<file path="config.mk">
export PLATFORM = sky130hd
export DESIGN_NAME = pc_sequencer_flat
export DESIGN_NICKNAME = d
export VERILOG_FILES = /design/src/rtl/pc_sequencer_pkg.sv /design/src/rtl/pc_sequencer_if.sv /design/src/rtl/pc_sequencer_pila.sv /design/src/rtl/pc_sequencer.sv /design/src/flat_wrapper.sv
export SDC_FILE = /design/constraint.sdc
export NUM_CORES = 1
export LEC_CHECK = 0
export BUFFER_PORTS_ARGS = -buffer_cell sky130_fd_sc_hd__buf_4
export CAP_MARGIN = 20
export CORE_AREA = 2 2 142 116
export DETAILED_ROUTE_END_ITERATION = 6
export DIE_AREA = 0 0 144 118
export PLACE_DENSITY = 0.81
export SLEW_MARGIN = 0
export SYNTH_ARGS = -nofsm -noshare
export SYNTH_HDL_FRONTEND = slang
export SYNTH_SLANG_ARGS = --single-unit
</file>
<file path="constraint.sdc">
create_clock -name clk -period 4 [get_ports clk]
set_clock_uncertainty 0.1 [all_clocks]
set_input_delay 0.8 -clock clk [delete_from_list [all_inputs] [get_ports clk]]
set_output_delay 0.8 -clock clk [all_outputs]
set_load 0.02 [all_outputs]
</file>
<file path="src/rtl/pc_sequencer_pkg.sv">
// Shared types and helpers for the program-counter sequencer.
package pc_sequencer_pkg;

  // Next-PC source, listed from lowest to highest precedence once en is high.
  typedef enum logic [2:0] {
    SEL_HOLD,
    SEL_INC,
    SEL_JMP,
    SEL_CALL,
    SEL_RET,
    SEL_RETI,
    SEL_IRQ
  } sel_e;

  // Saved {z,n} flag pair carried in every stack frame.
  localparam int unsigned FLAG_W = 2;

  // Stack frame = return address followed by the saved flags.
  function automatic int unsigned frame_w(input int unsigned aw);
    return aw + FLAG_W;
  endfunction

endpackage

</file>
<file path="src/rtl/pc_sequencer_if.sv">
// Control/status bundle between the control unit and the PC sequencer.
interface pc_sequencer_if #(
  parameter int unsigned AW    = 10,
  parameter int unsigned DEPTH = 16,
  parameter int unsigned NIRQ  = 4
);
  localparam int unsigned SPW = $clog2(DEPTH + 1);

  logic            en;
  logic            s_inc;
  logic [AW-1:0]   jmp_addr;
  logic            call;
  logic            ret;
  logic            reti;
  logic            ie_set;
  logic            ie_clr;
  logic [NIRQ-1:0] irq;
  logic [1:0]      flags_in;

  logic [AW-1:0]   pc;
  logic [1:0]      flags_rst;
  logic            flags_rst_v;
  logic [NIRQ-1:0] irq_ack;
  logic            in_isr;
  logic [SPW-1:0]  sp;
  logic            stk_full;
  logic            stk_empty;
  logic            stk_err;

  modport master (
    output en, s_inc, jmp_addr, call, ret, reti, ie_set, ie_clr, irq, flags_in,
    input  pc, flags_rst, flags_rst_v, irq_ack, in_isr, sp, stk_full, stk_empty, stk_err
  );

  modport slave (
    input  en, s_inc, jmp_addr, call, ret, reti, ie_set, ie_clr, irq, flags_in,
    output pc, flags_rst, flags_rst_v, irq_ack, in_isr, sp, stk_full, stk_empty, stk_err
  );

endinterface

</file>
<file path="src/rtl/pc_sequencer_pila.sv">
// Hardware return stack (LIFO) with registered occupancy and
// combinational top-of-stack read. Entries are not reset.
module pila_param #(
  parameter int unsigned W     = 12,
  parameter int unsigned DEPTH = 16
) (
  input  logic                         clk,
  input  logic                         rst_n,
  input  logic                         push_i,
  input  logic                         pop_i,
  input  logic [W-1:0]                 din_i,
  output logic [W-1:0]                 tos_o,
  output logic [$clog2(DEPTH+1)-1:0]   sp_o,
  output logic                         full_o,
  output logic                         empty_o,
  output logic                         err_o
);
  localparam int unsigned SPW = $clog2(DEPTH + 1);
  localparam int unsigned AIW = (DEPTH > 1) ? $clog2(DEPTH) : 1;

  logic [W-1:0]   mem [DEPTH];
  logic [SPW-1:0] sp_q, sp_d;
  logic           full_q, full_d;
  logic           empty_q, empty_d;
  logic           wr_ok, rd_ok;

  // Pop has precedence; a refused access (overflow/underflow) leaves sp alone.
  always_comb begin
    rd_ok   = pop_i & ~empty_q;
    wr_ok   = push_i & ~pop_i & ~full_q;
    err_o   = (pop_i & empty_q) | (push_i & ~pop_i & full_q);
    sp_d    = sp_q;
    if (rd_ok) begin
      sp_d = sp_q - SPW'(1);
    end else if (wr_ok) begin
      sp_d = sp_q + SPW'(1);
    end
    full_d  = (sp_d == SPW'(DEPTH));
    empty_d = (sp_d == '0);
  end

  // Occupancy and status flags.
  always_ff @(posedge clk or negedge rst_n) begin
    if (!rst_n) begin
      sp_q    <= '0;
      full_q  <= 1'b0;
      empty_q <= 1'b1;
    end else begin
      sp_q    <= sp_d;
      full_q  <= full_d;
      empty_q <= empty_d;
    end
  end

  // Storage write at the current occupancy slot.
  always_ff @(posedge clk) begin
    if (wr_ok) begin
      mem[AIW'(sp_q)] <= din_i;
    end
  end

  assign tos_o   = mem[AIW'(sp_q - SPW'(1))];
  assign sp_o    = sp_q;
  assign full_o  = full_q;
  assign empty_o = empty_q;

endmodule

</file>
<file path="src/rtl/pc_sequencer.sv">
// Program-counter sequencer: PC register, incrementer, jump, call/return
// through a hardware stack, and vectored interrupts with Z/N save/restore.
module pc_sequencer
  import pc_sequencer_pkg::*;
#(
  parameter int unsigned AW       = 10,
  parameter int unsigned DEPTH    = 16,
  parameter int unsigned NIRQ     = 4,
  parameter int unsigned VEC_BASE = 32'h3F0
) (
  input  logic         clk,
  input  logic         reset,
  pc_sequencer_if.slave bus
);
  localparam int unsigned FW   = frame_w(AW);
  localparam int unsigned SPW  = $clog2(DEPTH + 1);
  localparam int unsigned IDXW = (NIRQ > 1) ? $clog2(NIRQ) : 1;

  logic [AW-1:0]   pc_q, pc_d;
  logic            ie_q, ie_d;
  logic            in_isr_q, in_isr_d;
  logic [NIRQ-1:0] irq_ack_q, irq_ack_d;
  logic [1:0]      flags_rst_q, flags_rst_d;
  logic            flags_rst_v_q, flags_rst_v_d;
  logic            stk_err_q, stk_err_d;

  logic [AW-1:0]   pc_inc, pc_seq, vec_addr;
  logic            do_pop, irq_take, illegal;
  logic [IDXW-1:0] irq_idx;
  sel_e            sel;

  logic            push, pop;
  logic [FW-1:0]   push_frame, tos;
  logic [SPW-1:0]  sp;
  logic            full, empty, op_err;

  // Lowest-numbered active request wins.
  always_comb begin
    irq_idx = '0;
    for (int unsigned i = NIRQ; i > 0; i--) begin
      if (bus.irq[i-1]) begin
        irq_idx = IDXW'(i - 1);
      end
    end
  end

  assign pc_inc   = pc_q + AW'(1);
  assign pc_seq   = bus.s_inc ? pc_inc : bus.jmp_addr;
  assign vec_addr = AW'(VEC_BASE) + AW'(irq_idx);
  assign do_pop   = bus.ret | bus.reti;
  assign irq_take = ie_q & ~in_isr_q & (|bus.irq) & ~bus.call & ~do_pop;
  assign illegal  = bus.en & bus.call & do_pop;

  // Next-PC source selection; ret+reti collapses to reti, any pop beats call.
  always_comb begin
    sel = SEL_HOLD;
    if (bus.en) begin
      if (irq_take) begin
        sel = SEL_IRQ;
      end else if (bus.reti) begin
        sel = SEL_RETI;
      end else if (bus.ret) begin
        sel = SEL_RET;
      end else if (bus.call) begin
        sel = SEL_CALL;
      end else if (!bus.s_inc) begin
        sel = SEL_JMP;
      end else begin
        sel = SEL_INC;
      end
    end
  end

  // Stack requests; an interrupt saves the address this cycle would have gone to.
  always_comb begin
    push       = (sel == SEL_IRQ) || (sel == SEL_CALL);
    pop        = (sel == SEL_RET) || (sel == SEL_RETI);
    push_frame = (sel == SEL_IRQ) ? {pc_seq, bus.flags_in} : {pc_inc, bus.flags_in};
  end

  pila_param #(
    .W     (FW),
    .DEPTH (DEPTH)
  ) u_stack (
    .clk     (clk),
    .rst_n   (reset),
    .push_i  (push),
    .pop_i   (pop),
    .din_i   (push_frame),
    .tos_o   (tos),
    .sp_o    (sp),
    .full_o  (full),
    .empty_o (empty),
    .err_o   (op_err)
  );

  // Next-state for PC, interrupt state, pulses and the sticky error.
  always_comb begin
    pc_d          = pc_q;
    ie_d          = ie_q;
    in_isr_d      = in_isr_q;
    irq_ack_d     = '0;
    flags_rst_d   = flags_rst_q;
    flags_rst_v_d = 1'b0;
    stk_err_d     = stk_err_q | op_err | illegal;

    unique case (sel)
      SEL_HOLD: pc_d = pc_q;
      SEL_INC:  pc_d = pc_inc;
      SEL_JMP:  pc_d = bus.jmp_addr;
      SEL_CALL: pc_d = bus.jmp_addr;
      SEL_RET:  pc_d = empty ? pc_inc : tos[FW-1:FLAG_W];
      SEL_RETI: begin
        pc_d     = empty ? pc_inc : tos[FW-1:FLAG_W];
        in_isr_d = 1'b0;
        ie_d     = 1'b1;
        if (!empty) begin
          flags_rst_d   = tos[FLAG_W-1:0];
          flags_rst_v_d = 1'b1;
        end
      end
      SEL_IRQ: begin
        pc_d      = vec_addr;
        irq_ack_d = NIRQ'(1) << irq_idx;
        in_isr_d  = 1'b1;
        ie_d      = 1'b0;
      end
      default: pc_d = pc_q;
    endcase

    // Explicit enable strobes are applied last so they govern the next IRQ check.
    if (bus.en) begin
      if (bus.ie_set) ie_d = 1'b1;
      if (bus.ie_clr) ie_d = 1'b0;
    end
  end

  // Sequencer state registers.
  always_ff @(posedge clk or negedge reset) begin
    if (!reset) begin
      pc_q          <= '0;
      ie_q          <= 1'b0;
      in_isr_q      <= 1'b0;
      irq_ack_q     <= '0;
      flags_rst_q   <= '0;
      flags_rst_v_q <= 1'b0;
      stk_err_q     <= 1'b0;
    end else begin
      pc_q          <= pc_d;
      ie_q          <= ie_d;
      in_isr_q      <= in_isr_d;
      irq_ack_q     <= irq_ack_d;
      flags_rst_q   <= flags_rst_d;
      flags_rst_v_q <= flags_rst_v_d;
      stk_err_q     <= stk_err_d;
    end
  end

  assign bus.pc          = pc_q;
  assign bus.flags_rst   = flags_rst_q;
  assign bus.flags_rst_v = flags_rst_v_q;
  assign bus.irq_ack     = irq_ack_q;
  assign bus.in_isr      = in_isr_q;
  assign bus.sp          = sp;
  assign bus.stk_full    = full;
  assign bus.stk_empty   = empty;
  assign bus.stk_err     = stk_err_q;

endmodule

</file>
<file path="src/flat_wrapper.sv">
// flat-port wrapper written by rule: the top's interface ports become plain ports
module pc_sequencer_flat import pc_sequencer_pkg::*;
#(
  parameter int unsigned AW       = 10,
  parameter int unsigned DEPTH    = 16,
  parameter int unsigned NIRQ     = 4,
  parameter int unsigned VEC_BASE = 32'h3F0
)
  (clk, reset, bus_en, bus_s_inc, bus_jmp_addr, bus_call, bus_ret, bus_reti, bus_ie_set, bus_ie_clr, bus_irq, bus_flags_in, bus_pc, bus_flags_rst, bus_flags_rst_v, bus_irq_ack, bus_in_isr, bus_sp, bus_stk_full, bus_stk_empty, bus_stk_err);
  pc_sequencer_if #(.AW(AW), .DEPTH(DEPTH), .NIRQ(NIRQ)) bus_i ();
  input  logic clk;
  input  logic reset;
  input wire logic [$bits(bus_i.en)-1:0] bus_en;
  input wire logic [$bits(bus_i.s_inc)-1:0] bus_s_inc;
  input wire logic [$bits(bus_i.jmp_addr)-1:0] bus_jmp_addr;
  input wire logic [$bits(bus_i.call)-1:0] bus_call;
  input wire logic [$bits(bus_i.ret)-1:0] bus_ret;
  input wire logic [$bits(bus_i.reti)-1:0] bus_reti;
  input wire logic [$bits(bus_i.ie_set)-1:0] bus_ie_set;
  input wire logic [$bits(bus_i.ie_clr)-1:0] bus_ie_clr;
  input wire logic [$bits(bus_i.irq)-1:0] bus_irq;
  input wire logic [$bits(bus_i.flags_in)-1:0] bus_flags_in;
  output wire logic [$bits(bus_i.pc)-1:0] bus_pc;
  output wire logic [$bits(bus_i.flags_rst)-1:0] bus_flags_rst;
  output wire logic [$bits(bus_i.flags_rst_v)-1:0] bus_flags_rst_v;
  output wire logic [$bits(bus_i.irq_ack)-1:0] bus_irq_ack;
  output wire logic [$bits(bus_i.in_isr)-1:0] bus_in_isr;
  output wire logic [$bits(bus_i.sp)-1:0] bus_sp;
  output wire logic [$bits(bus_i.stk_full)-1:0] bus_stk_full;
  output wire logic [$bits(bus_i.stk_empty)-1:0] bus_stk_empty;
  output wire logic [$bits(bus_i.stk_err)-1:0] bus_stk_err;
  assign bus_i.en = bus_en;
  assign bus_i.s_inc = bus_s_inc;
  assign bus_i.jmp_addr = bus_jmp_addr;
  assign bus_i.call = bus_call;
  assign bus_i.ret = bus_ret;
  assign bus_i.reti = bus_reti;
  assign bus_i.ie_set = bus_ie_set;
  assign bus_i.ie_clr = bus_ie_clr;
  assign bus_i.irq = bus_irq;
  assign bus_i.flags_in = bus_flags_in;
  assign bus_pc = bus_i.pc;
  assign bus_flags_rst = bus_i.flags_rst;
  assign bus_flags_rst_v = bus_i.flags_rst_v;
  assign bus_irq_ack = bus_i.irq_ack;
  assign bus_in_isr = bus_i.in_isr;
  assign bus_sp = bus_i.sp;
  assign bus_stk_full = bus_i.stk_full;
  assign bus_stk_empty = bus_i.stk_empty;
  assign bus_stk_err = bus_i.stk_err;
  pc_sequencer #(.AW(AW), .DEPTH(DEPTH), .NIRQ(NIRQ), .VEC_BASE(VEC_BASE)) u_core (.clk(clk), .reset(reset), .bus(bus_i));
endmodule
</file>
==> metrics.md, run 1 <==
| Metric | Value |
|---|---|
| Total grt overflow | `0` |
| Hold Crit Class | `input pin to asynchronous set/reset pin` |
| Worst vdd ir | `~560 uV` |
| Final Wtd Congestion | `roughly 0.9` |
| Port buffer count | `50` |
| CTS clock-pin slew for the worst setup and hold paths | `about 0.060 ns` |
| Final non-filler cell total | `~840` |
| Arrival @ worst endpoint | `around 3.4 ns` |
| Yosys cell types | `56` |
| Sequential fraction of design power | `between 30% and 40%` |
| Int Pwr | `around 5.5 mW` |
| Combinational fraction of design power | `38.2%` |
| Ant diodes | `0` |
| Gr usage total | `25.87%` |
| Most frequent cells in the layout | `edfxtp_1 (192), buf_4 (81), nand2_1 (58)` |
| Final period util | `around three quarters` |
| DP HPWL | `~13 mm` |
| Mapped cell area | `9156 um2` |
| Synth Flop Type | `edfxtp_1` |
| Routed Antenna Nets | `0` |
| Actual transition at the worst max-transition pin | `about 0.95 ns` |
| Post-CTS Setup Repair Bufs | `0` |
| Status | `finished clean` |
| Sw Ratio | `33.99%` |
| Largest net degree at the start of global routing | `between 50 and 60` |
| CTS Buf Count | `21` |
| Worst rel slew slack | `approximately 36%` |
| Final Max Tran Viols | `0` |
| DR vias | `roughly 5400` |
| Commonest non-fill, non-tap cell in the layout | `edfxtp_1` |
| Syn_area_per_cell | `between 15 and 20 um2` |
| Worst hold slack | `approximately 0.11 ns` |
| Area Overhead vs Synth | `16.23%` |
| CTS tree | `built` |
| # rows | `41` |
| CP Capture Type | `flip-flop` |
| Worst-Skew Late Latency | `between 0.4 and 0.5 ns` |
| Clk sinks | `between 200 and 250` |
| CTS Hold Bufs | `0` |
| Pre-CTS setup slack | `0.4368 ns` |
| Final Core Density | `68.47%` |
| Max Cap Viol | `0` |
| Initial antenna violation count | `0` |
| Tmin final | `between 3 and 4 ns` |
| Setup TNS Final | `0 ns` |
| Switch Pwr | `~2.8 mW` |
| Initial DRC count | `755` |
| Die span in x | `144 um` |
| CP Data Required Time | `between 4 and 5 ns` |
| Clock share of power | `24.3%` |
| Unrepaired setup endpoints after global routing | `false` |
| FFs w/ async S/R, synth | `about an eighth` |
| Register area share after synthesis | `a little over 70%` |
| Layout cells sized above 1 | `slightly below 30%` |
| Vias in the first global route | `5349` |
| Drt first pass iters | `6` |
| H-tree lvl count | `1` |
| Placed Area | `approximately 9900 um2` |
| Drc violations | `0` |
| #FFs+latches synth | `about 220` |
| Die Ht | `roughly 120 um` |
| Cts repair resizes | `0` |
| Core box area | `about 16000 um2` |
| Final worst slack | `0.9247 ns` |
| Mapped Nets | `around 570` |
| Crit path max fanout | `23` |
| YS warnings | `0` |
| Final WL | `21.43 mm` |
| DR WL/cell | `approximately 25 um` |
| Fmax achieved | `between 300 and 400 MHz` |
| I/O Pins | `between 50 and 60` |
| Setup-failing EPs final | `0` |
| CTS root buf | `clkbuf_16` |
| Post-synth EDFFs | `192` |
| Total power | `8.380 mW` |
| Post-Synthesis Cells | `535` |
| Wire length of the first global-routing pass | `32.29 mm` |
| Cell Pwr Density | `787.4 nW/um2` |
| Post-route cell area | `10640 um2` |
| Via-to-Cell Ratio | `between 6 and 7` |
| WS Path Type | `flip-flop to flip-flop` |
| Initial Utilization | `between 50% and 60%` |
| Startpoint Class | `flip-flop` |
| Placed Cells | `roughly 800` |
| Leak | `around 3.7 nW` |
| Clock buffer depth | `3` |
| Fin nets | `around 650` |
| Die area | `16990 um2` |
| Final hold violation count | `0` |
| Layout fillers | `975` |
==> sequential cells by signal (all words and copies together), names as in the netlist, 2 cells and up <==
name and flops:
u_core.bus.flags_rst 2, u_core.bus.irq_ack 4, u_core.bus.pc 10, u_core.u_stack.mem 192, u_core.u_stack.sp_o 5
==> per-layer routing <==
layer | track usage (%) | vias up | part of all wire (%) | wire length, um
li1 | - | 2272 | - | -
met4 | 8.027 | 0 | 3.0 | 637
met1 | 38.10 | 2719 | 40 | 8675
met2 | 39.11 | 319 | 48 | 10180
met3 | 5.899 | 55 | 9.0 | 1936
met5 | 0 | - | 0 | 0
==> cells in the mapped netlist, types with 5 or more instances <==
cell | n | area share [%]
xnor2_1 | 9 | 0.86
inv_1 | 9 | 0.37
o221ai_1 | 5 | 0.48
clkbuf_1 | 8 | 0.33
ha_1 | 6 | 0.82
o21ai_0 | 14 | 0.77
nand2_1 | 58 | 2.4
mux2i_1 | 11 | 1.2
nor2_1 | 28 | 1.1
a221oi_1 | 5 | 0.48
edfxtp_1 | 192 | 63
dfrtp_1 | 26 | 7.1
mux4_2 | 49 | 12
nand2b_1 | 5 | 0.34
xor2_1 | 5 | 0.48
buf_2 | 8 | 0.44
a21oi_1 | 13 | 0.71
nand3_1 | 12 | 0.66
nor3_1 | 10 | 0.55
==> critical path, stage by stage (launching register included) <==
cell and delay (ns):
dfrtp_1 0.52, inv_1 0.17, ha_2 0.83, buf_4 0.31
mux4_2 0.32, mux2i_1 0.20, a21oi_1 0.10, a221oi_1 0.29
o21ai_1 0.09
==> power by group through the flow <==
stage	registers, mW	clock network, mW	logic [mW]
final	3.15	2.03	3.20
after global routing	3.16	2.13	3.42
after CTS	3.14	2.05	3.17
after detailed placement	3.19	0	3.14
after global placement	3.19	0	3.01
after floorplan	3.23	0	2.11
==> logic make-up after synthesis <==
family / share of synthesized area (%)
xor+xnor: 1.517
simple gates: 7.406
compound gates: 4.400
mux: 13.75
buf+inv: 1.749
fa+ha+maj: 0.8199
flops: 70.36
==> final cells by class <==
class | instances | area [um2] | share of cell area, %
Clock buffer | 25 | 550.5 | 5.173
Clock inverter | 9 | 141.4 | 1.328
Inverter | 9 | 33.78 | 0.3174
Multi-Input combinational cell | 283 | 2584 | 24.28
Sequential cell | 219 | 6446 | 60.57
Tap cell | 215 | 269.0 | 2.528
Timing Repair Buffer | 83 | 618.1 | 5.808
==> final timing paths <==
kind                                              from                     end  slack, ns  depth (start not counted)
worst max-delay path            u_core.u_stack.sp_o[1]        u_core.bus.pc[5]       0.92                          8
worst min-delay path                             reset  u_core.bus.flags_rst_v       0.11                          1
max in group asynchronous                        reset  u_core.u_stack.empty_o       3.37                          1
worst max register to register  u_core.u_stack.sp_o[1]        u_core.bus.pc[5]       0.92                          8
min in group clk                    u_core.bus.stk_err      u_core.bus.stk_err       0.38                          1
worst min register to register      u_core.bus.stk_err      u_core.bus.stk_err       0.38                          1
Power figures use the tool's default switching activity.
==> run 2: changes to the inputs <==
--- a/config.mk
+++ b/config.mk
@@ -7,10 +7,10 @@
 export LEC_CHECK = 0
 export BUFFER_PORTS_ARGS = -buffer_cell sky130_fd_sc_hd__buf_4
 export CAP_MARGIN = 20
-export CORE_AREA = 2 2 142 116
+export CORE_AREA = 2 2 148 121
 export DETAILED_ROUTE_END_ITERATION = 6
-export DIE_AREA = 0 0 144 118
-export PLACE_DENSITY = 0.81
+export DIE_AREA = 0 0 150 123
+export PLACE_DENSITY = 0.79
 export SLEW_MARGIN = 0
 export SYNTH_ARGS = -nofsm -noshare
 export SYNTH_HDL_FRONTEND = slang
==> constraint.sdc (replaced) <==
create_clock -name clk -period 2.6 [get_ports clk]
set_clock_uncertainty 0.1 [all_clocks]
set_input_delay 0.52 -clock clk [delete_from_list [all_inputs] [get_ports clk]]
set_output_delay 0.52 -clock clk [all_outputs]
set_load 0.02 [all_outputs]
==> metrics.md, run 2 (synthesis results as in run 1) <==
| Metric | Value |
|---|---|
| Status | `finished clean` |
| H-tree lvl count | `1 (unchanged)` |
| Vias in the first global route | `5460 (+2.1%)` |
| Worst vdd ir | `662.0 uV (+19%)` |
| CP dominant cell by count | `nand2_1` |
| Total grt overflow | `0 (unchanged)` |
| Routed Antenna Nets | `0 (unchanged)` |
| Largest net degree at the start of global routing | `34 (-36%)` |
| Gr usage total | `23.65% (-2.2 points)` |
| CP peak stage delay | `0.47 ns (-0.36 ns)` |
| Final period util | `96.80% (+20 points)` |
| Die area | `18450 um2 (+8.6%)` |
| Total power | `13.91 mW (+66%)` |
| Initial antenna violation count | `0 (unchanged)` |
| Leak | `4.040 nW (+7.9%)` |
| Final Wtd Congestion | `0.8538 (-4.8%)` |
| Startpoint Class | `flip-flop` |
| Worst rel slew slack | `55.49% (+19 points)` |
| Clock buffer depth | `3 (unchanged)` |
| Worst-Skew Late Latency | `0.52 ns (+0.03 ns)` |
| CP Data Required Time | `2.87 ns (-1.40 ns)` |
| Layout fillers | `1158 (+19%)` |
| Initial DRC count | `612 (-19%)` |
| Final non-filler cell total | `900 (+6.8%)` |
| Most frequent cells in the layout | `edfxtp_1 (192), buf_4 (116), nand2_1 (58)` |
| Slowest-stage cell, CP | `dfrtp_4` |
| Via-to-Cell Ratio | `6.144 (-3.5%)` |
| Worst hold slack | `0.1170 ns (+0.003238 ns)` |
| Critical Path Source | `u_core.u_stack.sp_o[0]` |
| Area Overhead vs Synth | `22.71%` |
| Cell Pwr Density | `1238 nW/um2 (+57%)` |
| Die Ht | `123 um (+4.2%)` |
| I/O Pins | `51 (unchanged)` |
| DR vias | `5530 (+3.1%)` |
| Placed Area | `10370 um2 (+4.4%)` |
| Placed Cells | `857 (+6.3%)` |
| CTS tree | `built` |
| # rows | `43 (+4.9%)` |
| Final Max Tran Viols | `0 (unchanged)` |
| Hold Crit Class | `input pin to flip-flop` |
| Final WL | `21.05 mm (-1.8%)` |
| Port buffer count | `50 (unchanged)` |
| DP HPWL | `13.93 mm (+4.6%)` |
| Arrival @ worst endpoint | `2.79 ns (-0.56 ns)` |
| Drc violations | `0 (unchanged)` |
| Met3 WL post-DR | `1.985 mm (+2.5%)` |
| CTS root buf | `clkbuf_16` |
| Worst reg2reg startpoint | `u_core.u_stack.sp_o[0]` |
| DR WL/cell | `23.39 um (-8.0%)` |
| WL met1 | `8.747 mm (+0.83%)` |
| Highest routed layer | `met4` |
| Actual transition at the worst max-transition pin | `0.6660 ns (-0.2883 ns)` |
| Ant diodes | `0 (unchanged)` |
| Met2 WL | `9.812 mm (-3.6%)` |
| WS Path Type | `flip-flop to flip-flop` |
| Initial Utilization | `53.86% (-5.1 points)` |
| CTS Buf Count | `22 (+4.8%)` |
| Tmin final | `2.517 ns (-0.5585 ns)` |
| Layout cells sized above 1 | `35.41% (+5.9 points)` |
| Crit-path cells | `inv_8, ha_4, buf_12, mux4_2, nand2_1, nand2_1, o21ai_0, buf_4, o221ai_1` |
| Max Cap Viol | `0 (unchanged)` |
| Unrepaired setup endpoints after global routing | `false` |
| Fmax achieved | `397.3 MHz (+22%)` |
| Core box area | `17000 um2 (+9.4%)` |
| Setup-failing EPs final | `0 (unchanged)` |
| Post-route cell area | `11240 um2 (+5.6%)` |
| Most flops, register | `u_core.u_stack.mem` |
| CP Capture Type | `flip-flop` |
| Wire length of the first global-routing pass | `32.26 mm (about the same)` |
| Clk sinks | `219 (unchanged)` |
| Final hold violation count | `0 (unchanged)` |
| Final Core Density | `66.09% (-2.4 points)` |
| Die span in x | `150 um (+4.2%)` |
| Commonest non-fill, non-tap cell in the layout | `edfxtp_1` |
| Drt first pass iters | `6 (unchanged)` |
| Hold path start | `bus_ie_clr` |
| Largest register FFs | `192 (unchanged)` |
| CTS clock-pin slew for the worst setup and hold paths | `0.06 ns (about the same)` |
| Fin nets | `690 (+6.5%)` |
| Crit path max fanout | `26 (+13%)` |
## run 2: area by class of cell
cell class	count	area, um2	share of cell area [%]
clock inverters	14	220.2	1.960
flip-flops and latches	219	6446	57.37
inverters	9	41.29	0.3675
repair buffers	124	1026	9.131
multi-input cells	283	2625	23.36
clock buffers	26	595.6	5.301
well taps	225	281.5	2.506
## run 2: what timing repair did
action | 4_1_cts | 5_1_grt
buffers inserted | 0 | 1
hold endpoints to repair | 26 | 0
gates resized for setup | 0 | 2
hold buffers | 1 | 0
endpoints found under the setup margin | 0 | 3
## run 2: per-stage QoR
stage / worst slack [ns] / TNS, ns
final: 0.08321 / 0
after global routing: 0.007585 / 0
after CTS: 0.05212 / 0
after detailed placement: -0.02910 / -0.4531
after global placement: 0.05112 / 0
after floorplan: -0.1985 / -4.934
## run 2: worst max-delay path, delay by kind of cell, from the launching register on
family,cells,cell delay [ns]
AO/OA/AOI/OAI,2,0.52
AND/OR/NAND/NOR,2,0.16
buffers and inverters,3,0.47
adder cells (fa/ha/maj),1,0.32
flip-flops,1,0.47
multiplexers,1,0.32
## run 2: path summary, 6_finish.rpt
path | end | slack [ns] | cells past startpoint
worst max-delay path | u_core.bus.pc[2] | 0.08 | 9
min in group asynchronous | u_core.bus.flags_rst[1] | 0.37 | 2
worst min-delay path | u_core.ie_q | 0.12 | 2
worst min register to register | u_core.bus.stk_err | 0.37 | 1
max in group asynchronous | u_core.u_stack.empty_o | 1.73 | 2
worst max register to register | u_core.bus.pc[2] | 0.08 | 9
## run 2: per-layer routing
metal | vias up | GRT usage, %
li1 | 2369 | -
met1 | 2808 | 35.24
met2 | 301 | 36.76
met3 | 52 | 4.244
met4 | 0 | 6.191
met5 | - | 0
## run 2: power by group
| group | total [mW] | internal, mW | switching, mW |
|---|---|---|---|
| Sequential | 4.77 | 4.55 | 0.224 |
| Combinational | 5.66 | 2.51 | 3.14 |
| Clock | 3.48 | 2.15 | 1.34 |
